### config.mk
export PLATFORM = sky130hd
export DESIGN_NAME = timer_logic_ctrl_n
export DESIGN_NICKNAME = d
export VERILOG_FILES = /design/src/rtl/timer_logic_ctrl_n.sv
export SDC_FILE = /design/constraint.sdc
export NUM_CORES = 1
export LEC_CHECK = 0
export CAP_MARGIN = 20
export CELL_PAD_IN_SITES_DETAIL_PLACEMENT = 0
export CELL_PAD_IN_SITES_GLOBAL_PLACEMENT = 1
export CORE_MARGIN = 4
export CORE_UTILIZATION = 18
export DETAILED_ROUTE_END_ITERATION = 12
export GPL_ROUTABILITY_DRIVEN = 0
export PLACE_DENSITY = 0.79
export SLEW_MARGIN = 20
export SYNTH_ARGS = -nofsm -noshare
export SYNTH_HDL_FRONTEND = slang
export SYNTH_SLANG_ARGS = --single-unit
### constraint.sdc
create_clock -name clk -period 1.1 [get_ports clk]
set_input_delay 0.22 -clock clk [delete_from_list [all_inputs] [get_ports clk]]
set_output_delay 0.22 -clock clk [all_outputs]
set_load 0.02 [all_outputs]
### src/rtl/timer_logic_ctrl_n.sv
// Per-channel control logic for a multi-channel 8-bit timer: counter-clear selection,
// sticky status flags with interrupt gating, waveform outputs, ADC trigger and clock select.
module timer_logic_ctrl_n #(
  parameter int                NUM_CH   = 2,
  parameter logic [NUM_CH-1:0] TMO_INIT = {NUM_CH{1'b0}},
  parameter int                ADC_CH   = 0
) (
  input  logic                  clk,
  input  logic                  rst_n,
  input  logic [NUM_CH-1:0]     tmri,
  input  logic [8*NUM_CH-1:0]   tcr,
  input  logic [8*NUM_CH-1:0]   tccr,
  input  logic [8*NUM_CH-1:0]   tcsr,
  input  logic [3*NUM_CH-1:0]   flag_clr,
  input  logic [NUM_CH-1:0]     cmp_match_a,
  input  logic [NUM_CH-1:0]     cmp_match_b,
  input  logic [NUM_CH-1:0]     overflow,
  output logic [NUM_CH-1:0]     counter_clear,
  output logic [3*NUM_CH-1:0]   flags,
  output logic [NUM_CH-1:0]     cmia,
  output logic [NUM_CH-1:0]     cmib,
  output logic [NUM_CH-1:0]     ovi,
  output logic [NUM_CH-1:0]     tmo,
  output logic                  adc_request,
  output logic [5*NUM_CH-1:0]   clock_select
);

  logic [NUM_CH-1:0]   s1_q, s2_q, s3_q;
  logic [3*NUM_CH-1:0] flags_q, flags_d;
  logic [NUM_CH-1:0]   tmo_q, tmo_d;
  logic                adc_q, adc_d;

  // Waveform action codes: 01 drive low, 10 drive high, 11 toggle, 00 hold.
  function automatic logic tmo_action(input logic cur, input logic [1:0] code);
    case (code)
      2'b01:   return 1'b0;
      2'b10:   return 1'b1;
      2'b11:   return ~cur;
      default: return cur;
    endcase
  endfunction

  always_comb begin
    flags_d       = flags_q;
    tmo_d         = tmo_q;
    counter_clear = '0;
    cmia          = '0;
    cmib          = '0;
    ovi           = '0;
    clock_select  = '0;
    for (int ch = 0; ch < NUM_CH; ch++) begin
      case (tcr[8*ch+3 +: 2])
        2'b01:   counter_clear[ch] = cmp_match_a[ch];
        2'b10:   counter_clear[ch] = cmp_match_b[ch];
        2'b11:   counter_clear[ch] = tccr[8*ch+3] ? s2_q[ch] : (s2_q[ch] & ~s3_q[ch]);
        default: counter_clear[ch] = 1'b0;
      endcase

      // A new event wins over a coincident clear strobe.
      flags_d[3*ch +: 3] = (flags_q[3*ch +: 3] & ~flag_clr[3*ch +: 3])
                         | {cmp_match_b[ch], cmp_match_a[ch], overflow[ch]};

      ovi[ch]  = flags_q[3*ch]   & tcr[8*ch+5];
      cmia[ch] = flags_q[3*ch+1] & tcr[8*ch+6];
      cmib[ch] = flags_q[3*ch+2] & tcr[8*ch+7];

      // B has priority so a coincident A/B match never double-toggles.
      if (cmp_match_b[ch] && (tcsr[8*ch+2 +: 2] != 2'b00))
        tmo_d[ch] = tmo_action(tmo_q[ch], tcsr[8*ch+2 +: 2]);
      else if (cmp_match_a[ch] && (tcsr[8*ch +: 2] != 2'b00))
        tmo_d[ch] = tmo_action(tmo_q[ch], tcsr[8*ch +: 2]);

      clock_select[5*ch +: 5] = {tcr[8*ch +: 3], tccr[8*ch +: 2]};
    end
    adc_d = cmp_match_a[ADC_CH] & tcsr[8*ADC_CH+4];
  end

  always_ff @(posedge clk or negedge rst_n) begin
    if (!rst_n) begin
      s1_q    <= '0;
      s2_q    <= '0;
      s3_q    <= '0;
      flags_q <= '0;
      tmo_q   <= TMO_INIT;
      adc_q   <= 1'b0;
    end else begin
      s1_q    <= tmri;
      s2_q    <= s1_q;
      s3_q    <= s2_q;
      flags_q <= flags_d;
      tmo_q   <= tmo_d;
      adc_q   <= adc_d;
    end
  end

  assign flags       = flags_q;
  assign tmo         = tmo_q;
  assign adc_request = adc_q;

  // Register bits with no function in this block (ADTE matters only on ADC_CH).
  for (genvar g = 0; g < NUM_CH; g++) begin : g_unused
    logic unused_ch;
    assign unused_ch = ^{tccr[8*g+4 +: 4], tccr[8*g+2], tcsr[8*g+5 +: 3], tcsr[8*g+4]};
  end

endmodule

; ---- After elaboration in Yosys (flattened, before gate mapping)
; Index checks and enable logic that the tools add are counted.
[word_totals]
output_inout_bits = 27
input_bits = 64
word_cells = 72
latchBits = 0
memories = 0
rom_bits = 0
ram_bits = 0
regBits = 15
[op_classes]
n_bitwise = 19
n_shift = 0
reduce_logical = 14
mux = 12
n_eq_ne = 20
add_sub_neg = 0
div = 0
order_cmp = 0
multipliers = 0
[op_table]
columns = cell, n
row1 = 2-bit == test (second input constant), 12
row2 = 1-bit one-hot mux with 3 select lines, 6
row3 = 2-bit by 1-bit == test with 1-bit output (second input constant), 6
row4 = 2-bit nonzero test, 6
row5 = 1-bit AND, 9
row6 = 4-bit by 1-bit != test with 1-bit output (second input constant), 2
row7 = 4-bit nonzero test, 2
row8 = 3-bit AND, 2
row9 = 1-bit 2-to-1 mux, 6
row10 = 3-bit inverter, 2
row11 = 3-bit OR, 2
row12 = 3-bit AND reduction, 2
row13 = 1-bit logical AND, 4
row14 = 1-bit inverter, 4

; ---- Longest topological paths before layout
; Gate-level depths: netlist of run 1.
[depth]
depth_word = 4
mapped_depth = 6

; ---- Least setup slack after synthesis of run 1
; No wires, ideal clock.
[synth_timing]
kind = input to register
from = in tcsr[2]
to = reg tmo_q[0] (netlist: tmo[0])
setup_ps = 129
slack_ps = -80
cell_stages = 6
path_buffers = 0
arrival_time_ps = 1050
cell_sequence = inv_1 ha_1 nor2_2 nor2_4 a211oi_1 nor3_2
[synth_via]
elab_chain_cells = 4
elab_cells_between_ends = 11
[synth_rtl]
columns = item, line_no
row1 = from (decl), 13  ; input logic [8*NUM_CH-1:0] tcsr,
row2 = 2-bit nonzero test, 68  ; if (cmp_match_b[ch] && (tcsr[8*ch+2 +: 2] != 2'b00))
row3 = 1-bit logical AND, 68
row4 = "4-bit by 1-bit != test with 1-bit output (no source line), or another cell as far along", --
row5 = 3-bit AND reduction (no source line), --
row6 = to (signal assigned), 91  ; tmo_q <= tmo_d;
row7 = to (decl), 30  ; logic [NUM_CH-1:0] tmo_q, tmo_d;
; Parallel ways exist; a longest one is shown, timed or not.
; A chain may end at the register's enable or synchronous reset.

; ---- Final worst setup path of run 1
[layout_timing]
from = reg s3_q[1]
to = out counter_clear[1]
[layout_via]
elab_chain_cells = 4
[layout_rtl]
columns = item, line_no
row1 = from (decl), 28  ; logic [NUM_CH-1:0] s1_q, s2_q, s3_q;
row2 = from (signal assigned), 89  ; s3_q <= s2_q;
row3 = 1-bit inverter, 55  ; 2'b11: counter_clear[ch] = tccr[8*ch+3] ? s2_q[ch] : (s2_q[ch] & ~s3_q[ch]);
row4 = 1-bit AND, 55
row5 = 1-bit 2-to-1 mux, 55
row6 = 1-bit one-hot mux with 3 select lines, 52  ; case (tcr[8*ch+3 +: 2])
row7 = to (decl), 18  ; output logic [NUM_CH-1:0] counter_clear,
; No other way between the ends.

==> results.sh, run 1 <==
export IMPL_status="finished with violations"
export IMPL_violations="setup timing"
export IMPL_routedWlPerCell_um=12.5
export IMPL_grt_max_degree=16
export IMPL_tightest_slew_ns=0.226
export IMPL_ys_flop_type="dfrtp_1"
export IMPL_io_pins=91
export IMPL_drt_iter0_markers=7
export IMPL_cts_tree="built"
export IMPL_power_internal_mw=1.21
export IMPL_synthArstFlopShare_pct=100
export IMPL_path_cells="nand2b_4 > a31oi_4 > mux2i_1 > buf_4"
export IMPL_clk_pin_slew_worst_paths_ns=0.06
export IMPL_p_per_area_nw_per_um2=1060
export IMPL_power_switching_uw=503
export IMPL_dieArea_um2=5920
export IMPL_swShare_pct=29.3
export IMPL_dr_pass1_iters=4
export IMPL_antenna_found_initial=0
export IMPL_finClkSkew_ns=0.000301
export IMPL_whs_ns=0.304
export IMPL_p_comb_share_pct=37.6
export IMPL_setup_viol=8
export IMPL_avgSynthCellArea_um2=10.3
export IMPL_fin_crit_sh_pct=118
export IMPL_syn_area_um2=856
export IMPL_cts_max_path_buffers=2
export IMPL_post_synth_top_area_cell="dfrtp_1"
export IMPL_cp_slowest_stage_delay_ns=0.40
export IMPL_yosys_area_share_simple_pct=16.4
export IMPL_netlist_top_cells_count="dfrtp_1 (15), inv_1 (12), buf_4 (10)"
export IMPL_clkLatencyLatePin_ns=0.24
export IMPL_startpoint_type="flop"
export IMPL_start_util_pct=19.1
export IMPL_grt_pass1_vias=864
export IMPL_core_area_um2=4470
export IMPL_vdd_ir_drop_max_v=0.000595
export IMPL_synth_edf_count=0
export IMPL_synthTopCellsByArea="dfrtp_1 (44%), buf_4 (8.8%), ha_1 (8.8%), inv_1 (5.3%), and2_1 (5.1%)"
export IMPL_fp_row_count=24
export IMPL_yosysSeqAreaShare_pct=43.9
export IMPL_die_height_um=77.0
export IMPL_synth_top_family_by_area="simple AND/OR/NAND/NOR gates"
export IMPL_grt_first_pass_wirelength_um=3950
export IMPL_place_hpwl_um=1990
export IMPL_ys_types=22
export IMPL_cts_max_level=1
export IMPL_synth_fp_nets=153
export IMPL_ctsHoldBuffers=0
export IMPL_clock_fmax_mhz=769
export IMPL_synth_xor_area_share_pct=0
export IMPL_drive_gt1_share_pct=44.1
export IMPL_grt_overflow=0
export IMPL_relSlewSlack_pct=84.9
export IMPL_synth_seq_cells=15
export IMPL_cts_root_buf="clkbuf_8"
export IMPL_cts_sinks=15
export IMPL_synth_compound_area_share_pct=12.3
export IMPL_port_buffers=53
export IMPL_fin_nets=216
export IMPL_die_w_um=77.0
export IMPL_finalHoldViolCount=0
export IMPL_clockPowerShare_pct=25.4
export IMPL_pwr_share_seq_pct=37.0
export IMPL_finalCriticalPeriod_ns=1.30
export IMPL_cap_violations=0
export IMPL_diodes=0
export IMPL_arrival_ns=1.08
export IMPL_areaGrowthSynthToFinish_pct=89.5
export IMPL_avgViaCountPerCell=4.05
export IMPL_cts_buffers=3
export IMPL_synth_top_area_share_pct=43.9
export IMPL_synthAdderAreaFrac_pct=8.77
export IMPL_crit_type="flop to output pin"
export IMPL_ant_nets=0
export IMPL_drc=0
export IMPL_synth_most_common_cell="dfrtp_1"
export IMPL_cp_top_family="flip-flops"
export IMPL_fin_tns_setup_ns=-0.528
export IMPL_cp_end_kind="output pin"
export IMPL_min_path_type="primary input to asynchronous set/reset pin"
export IMPL_grt_use_total_pct=8.42
export IMPL_synthCells=83
export IMPL_muxShareOfSynthArea_pct=4.68
export IMPL_setup_slack_ns=-0.200
export IMPL_worst_path_buf_inv=1
export IMPL_path_max_fanout=1
export IMPL_routed_wl_um=2460
export IMPL_synth_warning_count=0
export IMPL_drv_slew=0
export IMPL_leakage_nw=0.777
export IMPL_rsz0062_at_grt="yes"
export IMPL_vias=798
export IMPL_required_ns=0.88
export IMPL_crit_slowest_cell="dfrtp_1"
==> worst paths after layout <==
kind	from	end	slack, ns	cells after the start
max in group asynchronous	rst_n	s3_q[0]	0.62	2
min in group clk	cmp_match_b[1]	flags[5]	0.34	3
setup reg to reg	tmo[0]	tmo[0]	0.09	5
setup / recovery	s3_q[1]	counter_clear[1]	-0.20	4
hold reg to reg	s1_q[1]	s2_q[1]	0.35	0
hold / removal	rst_n	flags[3]	0.30	2
==> worst register-to-register path, delay by kind of cell (launching register included) <==
family | cells | cell delay, ns
flip-flops | 1 | 0.39
buffers and inverters | 2 | 0.24
AO/OA/AOI/OAI | 2 | 0.22
AND/OR/NAND/NOR | 1 | 0.05
==> metrics by stage <==
step / area (um2) / total power, mW / instances / setup slack, ns / util [%]
3_3_place_gp: 1480 / 1.22 / 190 / -0.755 / 33.0
5_1_grt: 1620 / 1.83 / 197 / -0.249 / 36.2
6_report: 1620 / 1.72 / 197 / -0.200 / 36.2
2_1_floorplan: 866 / 0.928 / 83 / 0.00377 / -
4_1_cts: 1570 / 1.71 / 194 / -0.235 / 35.1
3_5_place_dp: 1480 / 1.24 / 190 / -0.781 / 33.0
==> repair_timing <==
item                       in CTS  in global routing
setup buffers                   0                  3
gates resized for setup       114                 10
setup endpoints to repair      19                 11
pin swaps                       8                  6
==> layer usage <==
layer	up-vias	track usage, %	routed length, um
met5	-	0	0
met4	0	1.45	4
met3	2	4.10	215
met2	41	17.3	1450
met1	370	7.13	789
li1	385	-	-
==> kinds of logic (layout without fill, tap and decap cells) <==
family / count (synthesis) / after routing
AOI/OAI and AO/OA: 14 / 14
adders and majority gates: 6 / 6
buffers and inverters: 22 / 84
DFF: 15 / 15
muxes: 4 / 4
and+or+nand+nor: 22 / 22
==> flip-flops by register name, indices dropped and copies added, names as in the netlist <==
register     count
s3_q             2
tmo              2
s1_q             2
s2_q             2
adc_request      1
flags            6
==> cells in the final DEF, fill, tap and decap left out, drive strengths merged, types with 4 or more instances in the layout <==
cell | Yosys | final
dfrtp | 15 | 15
and2 | 7 | 7
ha | 6 | 6
nor2 | 5 | 5
clkdlybuf4s50 | 0 | 22
dlygate4sd2 | 0 | 10
mux2i | 4 | 4
buf | 10 | 32
a21o | 6 | 6
clkbuf | 0 | 4
nand2b | 4 | 4
inv | 12 | 12
==> power by group through the flow <==
| stage | logic, mW | clock network, mW | registers (mW) |
|---|---|---|---|
| 6_report | 0.646 | 0.436 | 0.634 |
| 5_1_grt | 0.690 | 0.497 | 0.638 |
| 4_1_cts | 0.620 | 0.462 | 0.632 |
| 3_5_place_dp | 0.604 | 0 | 0.638 |
| 3_3_place_gp | 0.585 | 0 | 0.637 |
| 2_1_floorplan | 0.235 | 0 | 0.693 |
==> final cells by class <==
| class | count | area, um2 |
|---|---|---|
| timing repair buffer | 68 | 597 |
| multi-input combinational | 46 | 494 |
| fill | 465 | 2850 |
| clock buffer | 4 | 45.0 |
| sequential | 15 | 375 |
| tap | 52 | 65.1 |
| inverter | 12 | 45.0 |
Note: power is estimated with default switching activity, not from simulation.
==> run 2, diff against run 1 <==
--- a/config.mk
+++ b/config.mk
@@ -11,7 +11,6 @@
 export CORE_MARGIN = 4
 export CORE_UTILIZATION = 18
 export DETAILED_ROUTE_END_ITERATION = 12
-export GPL_ROUTABILITY_DRIVEN = 0
 export PLACE_DENSITY = 0.79
 export SLEW_MARGIN = 20
 export SYNTH_ARGS = -nofsm -noshare
==> results of run 2 <==
Same layout as run 1: the final DEF is identical, and so are final timing and power.
